<file path="config.mk">
export PLATFORM = sky130hd
export DESIGN_NAME = pipeline_controller
export DESIGN_NICKNAME = d
export VERILOG_FILES = /design/src/rtl/pipeline_controller.sv
export SDC_FILE = /design/constraint.sdc
export NUM_CORES = 1
export LEC_CHECK = 0
export ABC_AREA = 1
export CAP_MARGIN = 10
export CORE_UTILIZATION = 59
export CTS_BUF_LIST = sky130_fd_sc_hd__clkbuf_4
export CTS_CLUSTER_DIAMETER = 30
export DETAILED_ROUTE_END_ITERATION = 16
export GPL_TIMING_DRIVEN = 0
export PLACE_DENSITY = 0.95
export SYNTH_ARGS = -nofsm -noshare
export SYNTH_HDL_FRONTEND = slang
export SYNTH_SLANG_ARGS = --single-unit
</file>
<file path="constraint.sdc">
create_clock -name clk -period 3.2 [get_ports clk]
set_input_delay 0.48 -clock clk [delete_from_list [all_inputs] [get_ports clk]]
set_output_delay 0.48 -clock clk [all_outputs]
set_load 0.03 [all_outputs]
</file>
<file path="src/rtl/pipeline_controller.sv">
// Stall/flush sequencer for the 5-stage core: PC and pipeline register
// enables, wrong-path fetch tracking, saturating performance counters.
module pipeline_controller #(
  parameter int CNT_W = 32
) (
  input  logic             clk,
  input  logic             reset,
  input  logic             load_hazard,
  input  logic             branch_hazard,
  input  logic             if_stall_req,
  input  logic             mem_stall_req,
  output logic             pc_en,
  output logic             if_id_en,
  output logic             id_exe_en,
  output logic             exe_mem_en,
  output logic             mem_wb_en,
  output logic             if_id_flush,
  output logic             id_exe_flush,
  output logic             exe_mem_flush,
  output logic [CNT_W-1:0] stall_cycles,
  output logic [CNT_W-1:0] flush_count,
  output logic [CNT_W-1:0] load_bubbles
);

  typedef enum logic {
    S_RUN     = 1'b0,
    S_DISCARD = 1'b1
  } state_t;

  state_t state;
  state_t state_nxt;
  logic   do_flush;
  logic   do_bubble;

  always_ff @(posedge clk) begin
    if (reset) state <= S_RUN;
    else       state <= state_nxt;
  end

  // Overlapping conditions resolved strictly by priority order.
  always_comb begin
    state_nxt     = state;
    pc_en         = 1'b1;
    if_id_en      = 1'b1;
    id_exe_en     = 1'b1;
    exe_mem_en    = 1'b1;
    mem_wb_en     = 1'b1;
    if_id_flush   = 1'b0;
    id_exe_flush  = 1'b0;
    exe_mem_flush = 1'b0;
    do_flush      = 1'b0;
    do_bubble     = 1'b0;
    priority case (1'b1)
      reset: begin
        pc_en         = 1'b0;
        if_id_flush   = 1'b1;
        id_exe_flush  = 1'b1;
        exe_mem_flush = 1'b1;
        state_nxt     = S_RUN;
      end
      mem_stall_req: begin
        pc_en      = 1'b0;
        if_id_en   = 1'b0;
        id_exe_en  = 1'b0;
        exe_mem_en = 1'b0;
        mem_wb_en  = 1'b0;
      end
      branch_hazard: begin
        if_id_flush   = 1'b1;
        id_exe_flush  = 1'b1;
        exe_mem_flush = 1'b1;
        do_flush      = 1'b1;
        state_nxt     = if_stall_req ? S_DISCARD : S_RUN;
      end
      load_hazard: begin
        pc_en        = 1'b0;
        if_id_en     = 1'b0;
        id_exe_flush = 1'b1;
        do_bubble    = 1'b1;
        if (!if_stall_req) state_nxt = S_RUN;
      end
      if_stall_req: begin
        pc_en       = 1'b0;
        if_id_flush = 1'b1;
      end
      (state == S_DISCARD): begin
        pc_en       = 1'b0;
        if_id_flush = 1'b1;
        state_nxt   = S_RUN;
      end
      default: ;
    endcase
  end

  always_ff @(posedge clk) begin
    if (reset) begin
      stall_cycles <= '0;
      flush_count  <= '0;
      load_bubbles <= '0;
    end else begin
      if (!pc_en && stall_cycles != '1)
        stall_cycles <= stall_cycles + 1'b1;
      if (do_flush && flush_count != '1)
        flush_count <= flush_count + 1'b1;
      if (do_bubble && load_bubbles != '1)
        load_bubbles <= load_bubbles + 1'b1;
    end
  end

endmodule

</file>
== Word-level counts from Yosys, hierarchy flattened ==
Cells that the tools add are included.
Word-level totals
  bits in writable memories: 0
  latch bits: 0
  memories: 0
  flip-flop bits (word level): 97
  output and inout port bits: 104
  memory bits (read-only): 0
Cells by class
  shift operators: 0
  mux-type cells: 32
  $add $sub $neg: 3
  equal/unequal tests: 4
  order comparisons: 0
  bitwise gates (word level): 1
  reduce and logical (&&, ||, !) cells: 5
  div/mod/pow operators: 0
  multipliers: 0
Operator list (number)
  $add 32x1->32 const B: 3
  $ne 32x32->1 const B: 3
  $mux 1: 32
  $logic_and 1x1->1: 3
  $ne 2x2->1 const B: 1
  $reduce_and 2->1: 1
  $logic_not 1->1: 1
  $not 1->1: 1

== Depth between registers and ports, before layout ==
  depth in word-level cells: 8
  gate-level depth with buffers: 12
  gate-level depth less buffers: 11

== Least setup slack after synthesis ==
Ideal clock, no wire load.
  kind: input to output
  start: in reset
  end: out id_exe_en
  data required time: 2.720 ns
  cell stages on the path: 5
  path buffers: 3
  path slack: 1.116 ns
  arrival: 1.604 ns
  cell sequence: inv_2 -> clkbuf_1 -> clkbuf_1 -> nand2_1 -> buf_4
On the way
  word-level cells in the longest chain between the ends: 1
Ends and longest elaborated chain
  start: declaration: RTL line 7  | input logic reset,
  $mux 1
  end: declaration: RTL line 14  | output logic id_exe_en,
Every way passes these cells.

== Worst setup path in the final report ==
  start: in reset
  end: out pc_en
On the way
  word-level cells in the longest chain between the ends: 1
Ends and longest elaborated chain
  $mux 1: RTL line 53  | priority case (1'b1)
  end: declaration: RTL line 12  | output logic pc_en,
Every way passes these cells.

==> out/metrics.cfg <==
[run_status]
status = finished clean

[critical_path]
crit_slowest_cell = clkdlybuf4s50_1
path_buf_inv = 3
crit_type = primary input to primary output
crit_chain = clkdlybuf4s50_1 -> nor2_2 -> nand2_1 -> nor2_1 -> buf_2 -> clkdlybuf4s50_1
start_kind = primary input
worst-path-stages = 6
cp_max_fo = 10
rr_worst_depth = 9
crit_family = buffers and inverters
worst_path_most_repeated_cell = clkdlybuf4s50_1
cp-end-kind = primary output
cp.arrival_ns = 2.52
max_stage_delay_ns = 0.71
cp.required_ns = 2.72

[hold_path]
hold_path.class = primary input to register
worst_hold_path.num_cells = 3

[sta]
finClkSkew_ns = 0.02586
layout_min_cycle_time_ns = 3.002
setup_viol = 0
rsz0062_at_grt = no
tightest_slew_ns = 0.5488
timing.final.crit_share = 0.9381
fmax_ghz = 0.3331
whs_ns = 0.3393
max_slew_margin = 0.6341
hold_violations = 0
fin_tns_setup_ns = 0
slew_viol_final = 0

[finish]
seq_area_mm2 = 0.001942
layout-drive-gt1-share = 0.06012
fill_cells = 865
nNetsFinal = 1136
multiInputGateArea_mm2 = 0.003466
fin_cells = 1264
n_antenna_cell = 0
syn_to_final_growth_pct = 22.89

[clock_tree]
cts-htree-levels = 3
postCtsHoldBufs = 0
ctsLongestPathBuffers = 2
cts_tree = built
clkLatencyLatePin_ns = 0.47
clkSlewWorstSetupHoldPaths_ns = 0.15
clock_sinks = 97
numCtsBuffers = 9
root_buffer = clkbuf_4
cts_setup_buffers = 0

[detailed_routing]
met2_length_um = 8032
drt_pass1_iterations = 7
drt_iter0_markers = 501
drc = 0
highest_layer = met4
vias = 6982
antenna_left = 0
wl_um = 17500
wl_met3_um = 1540
wl_met1_um = 7397
viasPerCell = 5.524
wl_per_cell_um = 13.84

[floorplan]
fp.dieH_um = 102.6
core_area_mm2 = 0.009774
start_util = 0.6112
ioPinCount = 110
row_count = 36
die_area_mm2 = 0.01053
die_width_um = 102.6

[logic_synthesis]
synth.area.top_cells = dfxtp_1, nand2_1, nor2_1
synth_top_area_cell = dfxtp_1
netlist_area_mm2 = 0.005974
syn_area_per_cell_um2 = 5.915
synth_ff_type = dfxtp_1
synth-edff-count = 0
async_flop_share = 0
ys_ff_latch = 97
synth.net_count = 1019
synth.most_common_cell = nand2_1
synthTopCellsByCount = nand2_1, nor2_1, nand3_1
synth_warnings = 0
ys_seq_area_frac = 0.3250
synth_top_area_frac = 0.3250
netlist_instances = 1010
yosysUniqueCellTypes = 29

[job]
cap_violations = 0

[pwr]
p_leak_uw = 0.002747
p_per_area_mw_per_mm2 = 277.0
irDropWorstVdd_mv = 0.1990

[global_routing]
grt_max_degree = 19
overflow = 0
antenna_found_initial = 0
grt_pass1_wl_um = 28090
grt_pass1_vias = 6151
grt_usage = 0.3411

[placed_design]
place.gp.congestion = 0.9867
hpwl_um = 13390
io_buffer_count = 108
dp_cells = 1251

## per-layer routing
metal | vias to the layer above | global-route usage
met1 | 3103 | 0.4330
met5 | - | 0
met4 | 0 | 0.1396
met3 | 55 | 0.07051
li1 | 3469 | -
met2 | 355 | 0.5641
## flip-flops by register name, summed over array words and instances, names as in the netlist
name and count:
flush_count 32, load_bubbles 32, stall_cycles 32, state 1
## placed cells by master, fill, tap and decap left out, types with 7 or more instances in the layout
cell,n
a21oi_1,87
buf_2,12
clkbuf_1,7
clkbuf_4,9
clkdlybuf4s50_1,108
dfxtp_1,97
inv_1,99
nand2_1,248
nand2_2,7
nand3_1,110
nand4_1,24
nor2_1,240
nor2_2,11
nor3_1,9
o21ai_0,17
## worst reg2reg max path: stages (launching register included)
cell	delay (ns)
dfxtp_1	0.45
ha_1	0.22
nand3_1	0.12
inv_2	0.11
nand2_1	0.05
nor2_1	0.17
nand3_2	0.26
buf_6	0.25
a21oi_1	0.14
nor2_1	0.07
## layout make-up
| class | instances | share of cell area |
|---|---|---|
| timing repair buffer | 108 | 0.1472 |
| inverter | 103 | 0.05266 |
| clock buffer | 9 | 0.009202 |
| sequential | 97 | 0.2645 |
| tap | 133 | 0.02267 |
| multi-input combinational | 780 | 0.4721 |
| clock inverter | 6 | 0.008180 |
| buffer | 28 | 0.02352 |
## stage by stage
step / setup slack, ns / utilization / area, um^2 / power [uW]
after floorplan: 1.116 / - / 5974 / 1350
after global placement: -0.2176 / 0.7389 / 7222 / 1402
after detailed placement: -0.2614 / 0.7389 / 7222 / 1407
after CTS: 0.05325 / 0.7515 / 7346 / 2033
after global routing: 0.08019 / 0.7512 / 7342 / 2105
final: 0.1981 / 0.7512 / 7342 / 2034
## power by group
group	total, uW	internal, uW	switching (uW)
sequential	1230	1220	10.2
combinational	155	55.0	99.9
clock	653	230	423
total	2030	1500	533
## what timing repair did
item,4_1_cts,5_1_grt
setup endpoints to repair,7,2
resized for setup,0,0
pin swaps,0,0
gates cloned,0,0
## final timing paths
path	end	from	slack (ns)
max	pc_en	reset	0.20
max reg2reg	load_bubbles[25]	load_bubbles[0]	1.25
min	state	branch_hazard	0.34
min reg2reg	state	state	0.49
## cell families (layout without fill, tap and decap cells)
family	count (synthesis)	count (layout)	synth area share
flip-flops	97	97	0.3250
adder cells (fa/ha/maj)	3	3	0.006283
buffers and inverters	133	254	0.09487
XOR/XNOR	2	2	0.002932
AO/OA/AOI/OAI	112	112	0.09550
AND/OR/NAND/NOR	663	663	0.4754
(Power assumes the default switching activity.)
